--- config.mk ---
export PLATFORM = sky130hd
export DESIGN_NAME = ram_load
export DESIGN_NICKNAME = d
export VERILOG_FILES = /design/src/rtl/ram_load_pkg.sv /design/src/rtl/ram_load_extend.sv /design/src/rtl/ram_load.sv
export SDC_FILE = /design/constraint.sdc
export NUM_CORES = 1
export LEC_CHECK = 0
export ABC_CLOCK_PERIOD_IN_PS = 3500
export BUFFER_PORTS_ARGS = -buffer_cell sky130_fd_sc_hd__buf_2
export CAP_MARGIN = 20
export CORE_ASPECT_RATIO = 0.8
export CORE_MARGIN = 2
export CORE_UTILIZATION = 40
export DETAILED_ROUTE_END_ITERATION = 7
export PLACE_DENSITY = 0.65
export SYNTH_ARGS = -nofsm -noshare
export SYNTH_HDL_FRONTEND = slang
export SYNTH_SLANG_ARGS = --single-unit
export TNS_END_PERCENT = 50
--- constraint.sdc ---
create_clock -name clk -period 3.5 [get_ports clk]
set_input_delay 0.525 -clock clk [delete_from_list [all_inputs] [get_ports clk]]
set_output_delay 0.525 -clock clk [all_outputs]
set_load 0.005 [all_outputs]
--- src/rtl/ram_load_pkg.sv ---
// Shared types for the RAM load path: quad width, access-size encoding,
// load FSM states and the alignment rule.
package pkg_ram;

  localparam int RAM_QUAD_SIZE = 64;

  typedef enum logic [1:0] {
    RAM_BYTE = 2'd0,
    RAM_WORD = 2'd1,
    RAM_LONG = 2'd2,
    RAM_QUAD = 2'd3
  } ram_size_t;

  typedef enum logic [1:0] {
    IDLE  = 2'd0,
    ISSUE = 2'd1,
    WAIT  = 2'd2,
    RESP  = 2'd3
  } ram_state_t;

  // A naturally aligned access never straddles a quad boundary.
  function automatic logic is_aligned(input ram_size_t size, input logic [2:0] offset);
    logic ok;
    case (size)
      RAM_BYTE: ok = 1'b1;
      RAM_WORD: ok = (offset[0] == 1'b0);
      RAM_LONG: ok = (offset[1:0] == 2'b00);
      RAM_QUAD: ok = (offset == 3'b000);
      default:  ok = 1'b0;
    endcase
    return ok;
  endfunction

endpackage

--- src/rtl/ram_load_extend.sv ---
// Lane extraction for loads: right-shifts the quad by the byte offset, truncates
// to the access size and sign- or zero-extends back to a full quad.
module quad_rshift_extend
  import pkg_ram::*;
(
  input  logic [RAM_QUAD_SIZE-1:0] data_in,
  input  logic [2:0]               offset,
  input  ram_size_t                size,
  input  logic                     signed_ext,
  output logic [RAM_QUAD_SIZE-1:0] data_out
);

  logic [RAM_QUAD_SIZE-1:0] shifted_s;
  logic                     fill_s;

  // Shift the addressed lane down to bit 0, then extend from the access's top bit.
  always_comb begin
    shifted_s = data_in >> {offset, 3'b000};
    fill_s    = 1'b0;
    data_out  = {RAM_QUAD_SIZE{1'b0}};
    case (size)
      RAM_BYTE: begin
        fill_s   = signed_ext & shifted_s[7];
        data_out = {{56{fill_s}}, shifted_s[7:0]};
      end
      RAM_WORD: begin
        fill_s   = signed_ext & shifted_s[15];
        data_out = {{48{fill_s}}, shifted_s[15:0]};
      end
      RAM_LONG: begin
        fill_s   = signed_ext & shifted_s[31];
        data_out = {{32{fill_s}}, shifted_s[31:0]};
      end
      RAM_QUAD: begin
        data_out = shifted_s;
      end
      default: begin
        data_out = {RAM_QUAD_SIZE{1'b0}};
      end
    endcase
  end

endmodule

--- src/rtl/ram_load.sv ---
// Single-outstanding RAM load unit: accepts a sized byte-address request, reads
// one quad, extracts and extends the addressed lane, and returns it with an error flag.
module ram_load
  import pkg_ram::*;
#(
  parameter int ADDR_W      = 16,
  parameter int RAM_LATENCY = 1
) (
  input  logic                     clk,
  input  logic                     rst,
  input  logic                     req_valid,
  output logic                     req_ready,
  input  logic [ADDR_W-1:0]        req_addr,
  input  logic [1:0]               req_size,
  input  logic                     req_signed,
  output logic                     ram_re,
  output logic [ADDR_W-4:0]        ram_addr,
  input  logic [RAM_QUAD_SIZE-1:0] ram_data,
  output logic                     rsp_valid,
  input  logic                     rsp_ready,
  output logic [RAM_QUAD_SIZE-1:0] rsp_data,
  output logic                     rsp_err
);

  localparam logic [2:0] LAST_WAIT = 3'(RAM_LATENCY - 1);

  ram_state_t               state_r, state_nx_s;
  logic [ADDR_W-1:0]        addr_r;
  ram_size_t                size_r;
  logic                     signed_r;
  logic [2:0]               cnt_r, cnt_nx_s;
  logic                     ram_re_r, ram_re_nx_s;
  logic                     rsp_valid_r, rsp_valid_nx_s;
  logic [RAM_QUAD_SIZE-1:0] rsp_data_r, rsp_data_nx_s;
  logic                     rsp_err_r, rsp_err_nx_s;
  logic                     accept_s;
  logic                     aligned_s;
  ram_size_t                req_size_s;
  logic [RAM_QUAD_SIZE-1:0] ext_s;

  assign req_size_s = ram_size_t'(req_size);
  assign req_ready  = (state_r == IDLE) && !rst;
  assign accept_s   = req_valid && req_ready;
  assign aligned_s  = is_aligned(req_size_s, req_addr[2:0]);

  assign ram_re    = ram_re_r;
  assign ram_addr  = addr_r[ADDR_W-1:3];
  assign rsp_valid = rsp_valid_r;
  assign rsp_data  = rsp_data_r;
  assign rsp_err   = rsp_err_r;

  quad_rshift_extend u_extend (
    .data_in    (ram_data),
    .offset     (addr_r[2:0]),
    .size       (size_r),
    .signed_ext (signed_r),
    .data_out   (ext_s)
  );

  // Next state and next values of the registered outputs.
  always_comb begin
    state_nx_s     = state_r;
    cnt_nx_s       = cnt_r;
    ram_re_nx_s    = 1'b0;
    rsp_valid_nx_s = rsp_valid_r;
    rsp_data_nx_s  = rsp_data_r;
    rsp_err_nx_s   = rsp_err_r;
    case (state_r)
      IDLE: begin
        if (accept_s) begin
          if (aligned_s) begin
            state_nx_s  = ISSUE;
            ram_re_nx_s = 1'b1;
          end else begin
            // Misaligned requests never touch the RAM.
            state_nx_s     = RESP;
            rsp_valid_nx_s = 1'b1;
            rsp_err_nx_s   = 1'b1;
            rsp_data_nx_s  = {RAM_QUAD_SIZE{1'b0}};
          end
        end else begin
          state_nx_s = IDLE;
        end
      end
      ISSUE: begin
        state_nx_s = WAIT;
        cnt_nx_s   = 3'd0;
      end
      WAIT: begin
        if (cnt_r == LAST_WAIT) begin
          state_nx_s     = RESP;
          rsp_valid_nx_s = 1'b1;
          rsp_err_nx_s   = 1'b0;
          rsp_data_nx_s  = ext_s;
        end else begin
          cnt_nx_s = cnt_r + 3'd1;
        end
      end
      RESP: begin
        if (rsp_ready) begin
          state_nx_s     = IDLE;
          rsp_valid_nx_s = 1'b0;
          rsp_err_nx_s   = 1'b0;
          rsp_data_nx_s  = {RAM_QUAD_SIZE{1'b0}};
        end else begin
          state_nx_s = RESP;
        end
      end
      default: begin
        state_nx_s     = IDLE;
        rsp_valid_nx_s = 1'b0;
        rsp_err_nx_s   = 1'b0;
        rsp_data_nx_s  = {RAM_QUAD_SIZE{1'b0}};
      end
    endcase
  end

  // FSM state register.
  always_ff @(posedge clk or posedge rst) begin
    if (rst) begin
      state_r <= IDLE;
    end else begin
      state_r <= state_nx_s;
    end
  end

  // Output registers and the wait counter.
  always_ff @(posedge clk or posedge rst) begin
    if (rst) begin
      cnt_r       <= 3'd0;
      ram_re_r    <= 1'b0;
      rsp_valid_r <= 1'b0;
      rsp_data_r  <= {RAM_QUAD_SIZE{1'b0}};
      rsp_err_r   <= 1'b0;
    end else begin
      cnt_r       <= cnt_nx_s;
      ram_re_r    <= ram_re_nx_s;
      rsp_valid_r <= rsp_valid_nx_s;
      rsp_data_r  <= rsp_data_nx_s;
      rsp_err_r   <= rsp_err_nx_s;
    end
  end

  // Request capture; req_* are ignored outside the accept cycle.
  always_ff @(posedge clk or posedge rst) begin
    if (rst) begin
      addr_r   <= {ADDR_W{1'b0}};
      size_r   <= RAM_BYTE;
      signed_r <= 1'b0;
    end else if (accept_s) begin
      addr_r   <= req_addr;
      size_r   <= req_size_s;
      signed_r <= req_signed;
    end
  end

endmodule

==> results.md <==
- The flow ran to the end, and the final reports show no timing, DRC or antenna violations.
- The placed instances occupy a cell area of 6580 um2.
- For the worst setup path, the data arrival time is 2830 ps.
- Fill cells in the final layout number 1324.
- The number of global-route vias before repair is 5019.
- Measured against its own limit, the worst slew margin works out to 35.0%.
- Traced cell by cell, the critical path runs through inv_1, ha_1, nand4bb_1, a221oi_2, a31oi_4, buf_4, a31oi_1, a21o_1.
- The number of gates given a new drive strength after cts is 0.
- The largest driver fanout on the critical path is 36.
- In this run the tool buffered the top-level ports with 167 buffer cells.
- Entering global routing, the biggest net connects 51 pins.
- The slowest stage of the critical path is the a221oi_2 cell.
- The longest clock path from root to sink contains 2 buffers.
- The final routed DRC violation total is 0.
- In this run the clock root is driven by a clkbuf_16.
- The required time of the critical path is 3790 ps.
- The maximum level of the CTS H-tree is 3.
- The average wire length per cell after detail routing is 19.8 um.
- The worst setup path is launched from a register.
- The worst-skew pair later-pin latency is 350 ps.
- The final setup violation count is 0.
- STA classifies the critical path endpoint as a register.
- The post-layout minimum cycle time is 2530 ps.
- For this configuration, the core starts out at a cell density of 40.5%.
- The commonest cells after synthesis are dfrtp_1 (91), nand2_1 (88), a31oi_1 (50).
- The clock transition time at the flip-flop clock pins of the worst setup and hold paths is 70 ps.
- The worst stage delay on the critical path is 510 ps.
- Buffers added to address setup during post-CTS repair amount to 0.
- The vertical die dimension is 111 um.
- The area growth from synthesis to layout is 21.1%.
- The average cell area after synthesis is 9.88 um2.
- Synthesis instantiated 37 different standard cells from the library.
- The number of detailed-routing iterations run before antenna repair is 5.
- The worst supply voltage drop on vdd is 0.000530 V.
- The flop and latch count out of synthesis is 91.
- The portion of the clock cycle consumed by the worst path in the final layout is 72.3%.
- The transition time at the pin with the least slew margin is 974 ps.
- After technology mapping, the gate count stands at 578.
- The synthesized net count is 667.
- The total wire length after detailed routing is 17800 um.
- The hold buffer count at CTS is 0.
- The commonest register cell after synthesis is dfrtp_1.
- The kind of cell with the highest combined delay along the critical path is compound AO/OA/AOI/OAI gates.
- The start-to-end type of the worst setup path is register to register.
- The final design area excluding fillers is 6910 um2.
- Summing the sequential cell areas from Yosys gives 39.9% of the chip area.
- The classification of the worst-slack hold path is input port to asynchronous set/reset pin.
- The number of antenna violations at the first check in global routing was 0.
- The number of nets still failing antenna checks after routing is 0.
- The share of final-layout standard cells stronger than drive strength 1 is 36.4%.
- The CTS sink count is 91.
- In this run the static leakage power is 3.42 nW.
- The share of flip-flops with an asynchronous set or reset after synthesis is 100%.
- 0 antenna diodes ended up in the layout.
- The congestion estimate from routability-driven global placement came to 0.923.
- Ranked by total cell area, the synthesized netlist is headed by dfrtp_1 (40%), mux2i_1 (8.4%), mux4_2 (6.7%).
- Setup repair after global routing left no endpoint under its margin.
- The TritonCTS buffer count is 9.
- The total overflow left after global routing is 0.
- The number of enable flip-flop cells after synthesis is 0.
- The top achievable clock speed is 0.395 GHz.
- The final-report max-slew violation count is 0.
- The mean number of vias per cell is 5.70.
- Cells fill 49.0% of the core in the end.
- The core region is 14100 um2.
- The number of warnings reported in the yosys synthesis log is 0.
- The post-route setup TNS is 0 ps.
- The share of the synthesized area in the top cell type is 39.9%.
- The number of buffers and inverters on the critical path is 2.
- The floorplan step set the die width to 138 um.
- The vias after detailed routing is 5101.
- The TritonCTS clock tree is yes.
- The number of DRC violations after detailed-routing iteration 0 is 386.
- For this design the ratio of total power to cell area is 1000 nW/um2.
- The floorplan step defined a die boundary enclosing 15200 um2.
- The net count of the finished layout is 795.
- The number of top-level design ports is 168.
- In the global route stage, overall resource usage came out at 24.0%.
- The cell area that synthesis handed to floorplanning was 5710 um2.
- The floorplan has 39 rows.
- The worst-case clock skew is 7.38 ps.
- Detailed placement finished with a half-perimeter wire length of 13300 um.
- The top cell type by total area after synthesis is dfrtp_1.
- The first-pass GRT wire length is 28000 um.
- The number of hold violations in the final report is 0.
- The library cell with the highest instance count after synthesis is dfrtp_1.
- Max-cap violations in this run came to 0.
report_power, final:
group / internal, mW / total, mW / switching, mW
Clock: 0.645 / 1.07 / 0.428
Combinational: 1.74 / 3.93 / 2.20
Sequential: 1.56 / 1.94 / 0.379
area by class of cell:
cell class	count	area (um2)	share of cell area (%)
Clock inverter	6	88.8	1.29
Clock buffer	10	239	3.46
Tap cell	184	230	3.33
Inverter	11	42.5	0.616
Sequential cell	91	2280	33.0
Multi-Input combinational cell	410	3050	44.1
Timing Repair Buffer	183	981	14.2
routing by layer:
metal	share of wire [%]	vias up	wire length [um]	GRT usage, %
li1	-	2361	-	-
met1	45	2491	8050	35.5
met2	45	226	7940	34.6
met3	8.0	23	1430	5.49
met4	1.9	0	335	7.77
met5	0	-	0	0
per-stage QoR:
stage | worst slack [ps] | std cells | hold slack [ps] | total power, mW
after floorplan | 611 | 578 | 473 | 4.75
after global placement | 1060 | 879 | 455 | 5.77
after detailed placement | 1050 | 879 | 460 | 5.87
after CTS | 1000 | 895 | 341 | 6.96
after global routing | 837 | 895 | 368 | 7.45
final | 968 | 895 | 312 | 6.94
path summary, 6_finish.rpt:
kind / startpoint / cells past startpoint / to / slack (ps)
worst max-delay path: cnt_r[0] / 8 / rsp_data[36] / 970
worst min-delay path: rst / 2 / rsp_valid / 310
worst max register to register: cnt_r[0] / 8 / rsp_data[36] / 970
worst min register to register: rsp_data[53] / 1 / rsp_data[53] / 470
max in group asynchronous: rst / 3 / rsp_data[48] / 2480
min in group clk: rsp_ready / 2 / state_r[0] / 370
cells by family after synthesis:
family	count (synthesis)	synth area share, %
fa+ha+maj	2	0.438
compound gates	186	21.4
simple gates	125	9.54
mux	97	21.4
flops	91	39.9
buf+inv	77	7.30
flip-flops by register name (all words and copies together) (netlist names), 2 cells and up:
name and count:
size_r 2, cnt_r 3, rsp_data 64, addr_r 16, state_r 2
layout by cell type (no fill, tap or decap), types with 9 or more instances in the layout:
cell type  instances
inv_1             10
buf_4             14
a21o_1            41
buf_2            167
o21ai_0           37
mux2i_1           48
mux2_2            32
mux4_2            17
a21oi_1           23
a31oi_1           49
dfrtp_1           89
clkbuf_16          9
nand2_1           88
No activity file was read; power rests on OpenSTA's default activity.
